### src/rtl/bram_req_master_pkg.sv
// Shared definitions for the block-RAM request master.
//   BRAM_OP_READ / BRAM_OP_WRITE : encoding of req_we
//   BRAM_DEFAULT_*_WIDTH         : default RAM geometry
//   cnt_width()                  : width of a 0..depth occupancy counter
package bram_req_master_pkg;

  localparam logic BRAM_OP_READ  = 1'b0;
  localparam logic BRAM_OP_WRITE = 1'b1;

  localparam int unsigned BRAM_DEFAULT_DATA_WIDTH = 8;
  localparam int unsigned BRAM_DEFAULT_ADDR_WIDTH = 8;

  // One extra bit so a full FIFO (count == depth) is representable.
  function automatic int unsigned cnt_width(input int unsigned depth);
    return $clog2(depth) + 1;
  endfunction

endpackage

### src/rtl/bram_rsp_fifo.sv
// Response FIFO: DEPTH x WIDTH synchronous FIFO, head presented combinationally.
//   clk, rst_n : clock, asynchronous active-low reset
//   push/wdata : write an entry (ignored when full unless popping the same cycle)
//   pop/rdata  : rdata is the head; pop removes it (ignored when empty)
//   full/empty/count : occupancy
module bram_rsp_fifo
  import bram_req_master_pkg::*;
#(
  parameter int unsigned DEPTH = 4,
  parameter int unsigned WIDTH = 8
) (
  input  logic                          clk,
  input  logic                          rst_n,
  input  logic                          push,
  input  logic [WIDTH-1:0]              wdata,
  input  logic                          pop,
  output logic [WIDTH-1:0]              rdata,
  output logic                          full,
  output logic                          empty,
  output logic [cnt_width(DEPTH)-1:0]   count
);

  localparam int unsigned PtrW = $clog2(DEPTH);
  localparam int unsigned CntW = cnt_width(DEPTH);
  localparam logic [CntW-1:0] FullCnt = CntW'(DEPTH);

  logic [WIDTH-1:0] mem_q [DEPTH];
  logic [PtrW-1:0]  wr_ptr_q, wr_ptr_d, rd_ptr_q, rd_ptr_d;
  logic [CntW-1:0]  count_q, count_d;
  logic             do_push, do_pop;

  always_comb begin
    do_pop   = pop && (count_q != '0);
    // A pop frees the slot this push needs, so push+pop on a full FIFO is legal.
    do_push  = push && ((count_q != FullCnt) || do_pop);
    wr_ptr_d = wr_ptr_q;
    rd_ptr_d = rd_ptr_q;
    count_d  = count_q;
    if (do_push) wr_ptr_d = wr_ptr_q + PtrW'(1);
    if (do_pop)  rd_ptr_d = rd_ptr_q + PtrW'(1);
    unique case ({do_push, do_pop})
      2'b10:   count_d = count_q + CntW'(1);
      2'b01:   count_d = count_q - CntW'(1);
      default: count_d = count_q;
    endcase
  end

  always_ff @(posedge clk or negedge rst_n) begin
    if (!rst_n) begin
      wr_ptr_q <= '0;
      rd_ptr_q <= '0;
      count_q  <= '0;
    end else begin
      wr_ptr_q <= wr_ptr_d;
      rd_ptr_q <= rd_ptr_d;
      count_q  <= count_d;
    end
  end

  // Storage needs no reset; only the pointers define validity.
  always_ff @(posedge clk) begin
    if (do_push) mem_q[wr_ptr_q] <= wdata;
  end

  always_comb begin
    rdata = mem_q[rd_ptr_q];
    full  = (count_q == FullCnt);
    empty = (count_q == '0);
    count = count_q;
  end

endmodule

### src/rtl/bram_req_master.sv
// Initiator for a single-port synchronous RAM (1-cycle read latency).
// Turns a valid/ready request channel into RAM cycles and returns read data on a
// valid/ready response channel through a credit-managed FIFO, so consumer
// backpressure never drops a word.
//   req_*  : request channel (req_we: 1 = write, 0 = read)
//   rsp_*  : response channel (rsp_rdata = 0 for write acks)
//   mem_*  : RAM port (cs/we/address/data_in driven, data_out sampled)
//   busy   : response in flight or FIFO non-empty
// Build option: define BRAM_MASTER_WRITE_ACK_EN to return a zero-data response for
// every accepted write; otherwise writes are posted and take no FIFO credit.
module bram_req_master
  import bram_req_master_pkg::*;
#(
  parameter int unsigned DATA_WIDTH = BRAM_DEFAULT_DATA_WIDTH,
  parameter int unsigned ADDR_WIDTH = BRAM_DEFAULT_ADDR_WIDTH,
  parameter int unsigned RSP_DEPTH  = 4
) (
  input  logic                  clk,
  input  logic                  rst_n,
  input  logic                  req_valid,
  output logic                  req_ready,
  input  logic                  req_we,
  input  logic [ADDR_WIDTH-1:0] req_addr,
  input  logic [DATA_WIDTH-1:0] req_wdata,
  output logic                  rsp_valid,
  input  logic                  rsp_ready,
  output logic [DATA_WIDTH-1:0] rsp_rdata,
  output logic                  mem_cs,
  output logic                  mem_we,
  output logic [ADDR_WIDTH-1:0] mem_address,
  output logic [DATA_WIDTH-1:0] mem_data_in,
  input  logic [DATA_WIDTH-1:0] mem_data_out,
  output logic                  busy
);

  localparam int unsigned CntW = cnt_width(RSP_DEPTH);
  localparam logic [CntW:0] CreditMax = (CntW + 1)'(RSP_DEPTH);

`ifdef BRAM_MASTER_WRITE_ACK_EN
  localparam bit WriteAck = 1'b1;
`else
  localparam bit WriteAck = 1'b0;
`endif

  logic                  accept;
  logic                  rd_pending_q, rd_pending_d;
  logic                  ack_pending_q, ack_pending_d;
  logic                  fifo_push, fifo_pop, fifo_full, fifo_empty;
  logic [DATA_WIDTH-1:0] fifo_wdata;
  logic [CntW-1:0]       fifo_count;
  logic [CntW:0]         credit_used;

  always_comb begin
    // Credit from registered state only: no rsp_ready -> req_ready path.
    credit_used = {1'b0, fifo_count} + {{CntW{1'b0}}, rd_pending_q};
    req_ready   = !fifo_full && (credit_used < CreditMax);
    accept      = req_valid && req_ready;

    mem_cs      = accept;
    mem_we      = accept && (req_we == BRAM_OP_WRITE);
    mem_address = req_addr;
    mem_data_in = req_wdata;

    // rd_pending marks "a response is due next cycle"; with write acks it covers writes too.
    rd_pending_d  = accept && ((req_we == BRAM_OP_READ) || WriteAck);
    ack_pending_d = accept && (req_we == BRAM_OP_WRITE);

    // RAM holds data_out while cs=0, so it is only captured on the pending cycle.
    fifo_push  = rd_pending_q;
    fifo_wdata = ack_pending_q ? '0 : mem_data_out;

    rsp_valid  = !fifo_empty;
    fifo_pop   = rsp_valid && rsp_ready;
    busy       = rd_pending_q || !fifo_empty;
  end

  always_ff @(posedge clk or negedge rst_n) begin
    if (!rst_n) begin
      rd_pending_q  <= 1'b0;
      ack_pending_q <= 1'b0;
    end else begin
      rd_pending_q  <= rd_pending_d;
      ack_pending_q <= ack_pending_d;
    end
  end

  bram_rsp_fifo #(
    .DEPTH (RSP_DEPTH),
    .WIDTH (DATA_WIDTH)
  ) u_rsp_fifo (
    .clk   (clk),
    .rst_n (rst_n),
    .push  (fifo_push),
    .wdata (fifo_wdata),
    .pop   (fifo_pop),
    .rdata (rsp_rdata),
    .full  (fifo_full),
    .empty (fifo_empty),
    .count (fifo_count)
  );

endmodule

### config.mk
export PLATFORM = sky130hd
export DESIGN_NAME = bram_req_master
export DESIGN_NICKNAME = d
export VERILOG_FILES = /design/src/rtl/bram_req_master_pkg.sv /design/src/rtl/bram_rsp_fifo.sv /design/src/rtl/bram_req_master.sv
export SDC_FILE = /design/constraint.sdc
export NUM_CORES = 1
export LEC_CHECK = 0
export CAP_MARGIN = 10
export CORE_MARGIN = 5
export CORE_UTILIZATION = 47
export DETAILED_ROUTE_END_ITERATION = 8
export GPL_TIMING_DRIVEN = 0
export PLACE_DENSITY = 0.8
export SYNTH_ARGS = -nofsm -noshare
export SYNTH_HDL_FRONTEND = slang
export SYNTH_HIERARCHICAL = 1
export SYNTH_SLANG_ARGS = --single-unit
### constraint.sdc
create_clock -name clk -period 2.5 [get_ports clk]
set_clock_uncertainty 0.05 [all_clocks]
set_input_delay 0.5 -clock clk [delete_from_list [all_inputs] [get_ports clk]]
set_output_delay 0.5 -clock clk [all_outputs]
set_load 0.005 [all_outputs]
==> flow_metrics.tcl <==
set metrics [dict create \
    antenna_found_initial 0 \
    muxShareOfSynthArea 0.100 \
    firstDrtPassIters 4 \
    ys_types 33 \
    start_kind "flip-flop" \
    nets 216 \
    grtUsageTotal 0.154 \
    die_h_um 74.4 \
    clk_pin_slew_ns 0.08 \
    combPwrFrac 0.416 \
    required_ns 1.95 \
    synth_top_area_cell "edfxtp_1" \
    p_switching_mw 0.762 \
    slew_headroom 0.699 \
    cap_violations 0 \
    hold_class "in -> async" \
    yosys-top-cells-area "edfxtp_1, dfrtp_1, mux4_2" \
    final_common_cell "clkdlybuf4s50_1" \
    antenna_left 0 \
    cts_hold_buf 0 \
    insertion_delay_ns 0.29 \
    start_util 0.488 \
    grt_pass1_wl_um 6240 \
    grt_pass1_vias 1362 \
    drive_above_1_share 0.290 \
    crit_path_start "u_rsp_fifo/count[2]$_DFFE_PN0P_" \
    grt_max_degree 14 \
    grt_overflow 0 \
    setup-violations-final 0 \
    io_pins 58 \
    crit_end "mem_cs" \
    synth_top_area_share 0.493 \
    die_w_um 74.4 \
    ys_seq_area_frac 0.608 \
    timing.hold.ws_ns 0.464 \
    status "finished, final reports clean" \
    row_count 23 \
    portBuffers 41 \
    fmaxAchievable_mhz 401 \
    hold_viol_final 0 \
    critPathKind "reg -> out" \
    die-area_um2 5540 \
    pwr-share-clk 0.203 \
    ir_worst_vdd_v 0.000656 \
    viasPerCell 5.21 \
    synth_simple_gate_area_frac 0.0949 \
    synth_top_family_by_area "multiplexers" \
    drt-initial-drc-count 62 \
    max_stage_delay_ns 0.50 \
    cts_root_buffer "clkbuf_8" \
    hpwl_um 2870 \
    rsz0062_at_grt "true" \
    timing.rr.start "u_rsp_fifo/count[0]$_DFFE_PN0P_" \
    diodes 0 \
    rr_worst_depth 9 \
    worst-r2r-setup-slack_ns 0.02 \
    cts_tree "yes" \
    synthAdderAreaFrac 0.0359 \
    r2r-end "u_rsp_fifo/count[1]$_DFFE_PN0P_" \
    ys.warnings.count 6 \
    power_density_nw_per_um2 993 \
    tightest_slew_ns 0.451 \
    htree_levels 2 \
    synth_xor_area_frac 0.0225 \
    core_area_um2 4000 \
    drc 0 \
    clock_sinks 41 \
    seq_power_share 0.381 \
    fin_crit_sh 0.998 \
    num_vias 1213 \
    slew_violations 0 \
    synthCells 129 \
    dp_cells 220 \
    cp.arrival_ns 1.95 \
    syn-num-nets 163 \
    end_kind "primary output" \
    place.gp.congestion 0.697 \
    critical_path.cell_chain "or3b_1 > inv_1 > a311oi_2 > and2_1 > clkdlybuf4s50_1" \
    syn_avg_cell_area_um2 15.1 \
    cts_made_buffers 5 \
    area_growth_pct 32.5 \
    cpMaxStageDelayCell "clkdlybuf4s50_1" \
    period_needed_ns 2.50 \
    routed_wl_um 3920 \
    synth_compound_area_frac 0.0468 \
    ys_ff_latch 41 \
    p_leak_nw 1.01 \
    worst-path-stages 5 \
    netlist_area_um2 1950 \
    p_sw_frac 0.297 \
    crit_buf_inv 2 \
    crit_family "buffers and inverters" \
    clk_path_buf_depth 2 \
    final_cell_mix "clkdlybuf4s50_1, edfxtp_1, buf_4" \
    crit_fanout 4 \
    finalPower_mw 2.56 \
    internal_power_mw 1.80 \
    wl_per_cell_um 16.8 \
    fin_cells 233 \
]
per-layer routing:
layer	vias to the layer above	global-route usage	part of all wire
met5	-	0	0
met4	0	0.0593	0.014
met3	7	0.0514	0.079
met2	61	0.270	0.51
met1	594	0.173	0.40
li1	551	-	-
how the worst min path moves through the flow:
stage | endpoint | from | slack [ns] | depth (start not counted)
4_1_cts | u_rsp_fifo/wr_ptr_q[0]$_DFFE_PN0P_ | rst_n | 0.47 | 1
5_1_grt | u_rsp_fifo/wr_ptr_q[0]$_DFFE_PN0P_ | rst_n | 0.49 | 1
2_1_floorplan | ack_pending_q$_DFF_PN0_ | rst_n | 0.15 | 0
3_3_place_gp | u_rsp_fifo/wr_ptr_q[1]$_DFFE_PN0P_ | u_rsp_fifo/wr_ptr_q[1]$_DFFE_PN0P_ | 0.50 | 1
6_report | u_rsp_fifo/wr_ptr_q[0]$_DFFE_PN0P_ | rst_n | 0.46 | 1
3_5_place_dp | u_rsp_fifo/wr_ptr_q[1]$_DFFE_PN0P_ | u_rsp_fifo/wr_ptr_q[1]$_DFFE_PN0P_ | 0.53 | 1
worst register-to-register path: cells and delay by family, from the launching register on:
family	cells	cell delay (ns)
flip-flops	1	0.43
AND/OR/NAND/NOR	4	0.84
adder cells (fa/ha/maj)	1	0.43
buffers and inverters	1	0.09
AO/OA/AOI/OAI	3	0.54
Yosys cell counts, drive strengths merged:
cell / count
a221o: 1
a22oi: 1
a311oi: 1
and2: 5
and3: 2
and3b: 1
buf: 20
dfrtp: 9
edfxtp: 32
fa: 1
ha: 4
inv: 9
mux2: 1
mux4: 8
nand2: 2
nand2b: 1
nand3: 2
nand3b: 1
nor2: 3
nor2b: 11
o211ai: 2
o21a: 1
o21ai: 2
o21ba: 1
o32ai: 1
or3: 1
or3b: 1
xnor2: 3
xor2: 2
through the flow:
stage	cell area [um^2]	TNS (ns)	utilization	setup WS (ns)
2_1_floorplan	1950	0	-	0.185
3_3_place_gp	2420	-0.0300	0.606	-0.0300
4_1_cts	2570	-0.000278	0.643	-0.000278
5_1_grt	2580	-0.216	0.646	-0.0828
6_report	2580	0	0.646	0.00447
3_5_place_dp	2420	-0.140	0.606	-0.140
power groups by stage:
| stage | Combinational [mW] | Sequential (mW) | Clock (mW) |
|---|---|---|---|
| final | 1.07 | 0.976 | 0.522 |
| after global routing | 1.17 | 0.993 | 0.565 |
| after floorplan | 0.630 | 0.941 | 0 |
| after CTS | 1.07 | 0.977 | 0.533 |
| after global placement | 0.974 | 0.957 | 0 |
| after detailed placement | 1.02 | 0.969 | 0 |
registers in the layout (all words and copies together), names as in the netlist:
| register | cells |
|---|---|
| ack_pending_q | 1 |
| u_rsp_fifo/rd_ptr_q | 2 |
| u_rsp_fifo/wr_ptr_q | 2 |
| u_rsp_fifo/count | 3 |
| u_rsp_fifo/mem_q | 32 |
| fifo_push | 1 |
area by class of cell:
class                   count  area (um^2)
fillers                   293         1420
flip-flops and latches     41         1190
multi-input cells          59          586
repair buffers             47          458
plain buffers              19          144
clock buffers               5         68.8
well taps                  50         62.6
clock inverters             3         41.3
inverters                   9         33.8
logic make-up after synthesis:
group / count (synthesis)
flops: 41
simple gates: 30
buf+inv: 29
compound gates: 10
mux: 9
xor+xnor: 5
fa+ha+maj: 5
repair_timing:
| item | CTS | global route |
|---|---|---|
| setup buffers | 5 | 1 |
| gates resized for setup | 4 | 2 |
| endpoints found under the setup margin | 11 | 5 |
| pin swaps | 1 | 2 |
No activity file was read; power rests on OpenSTA's default activity.
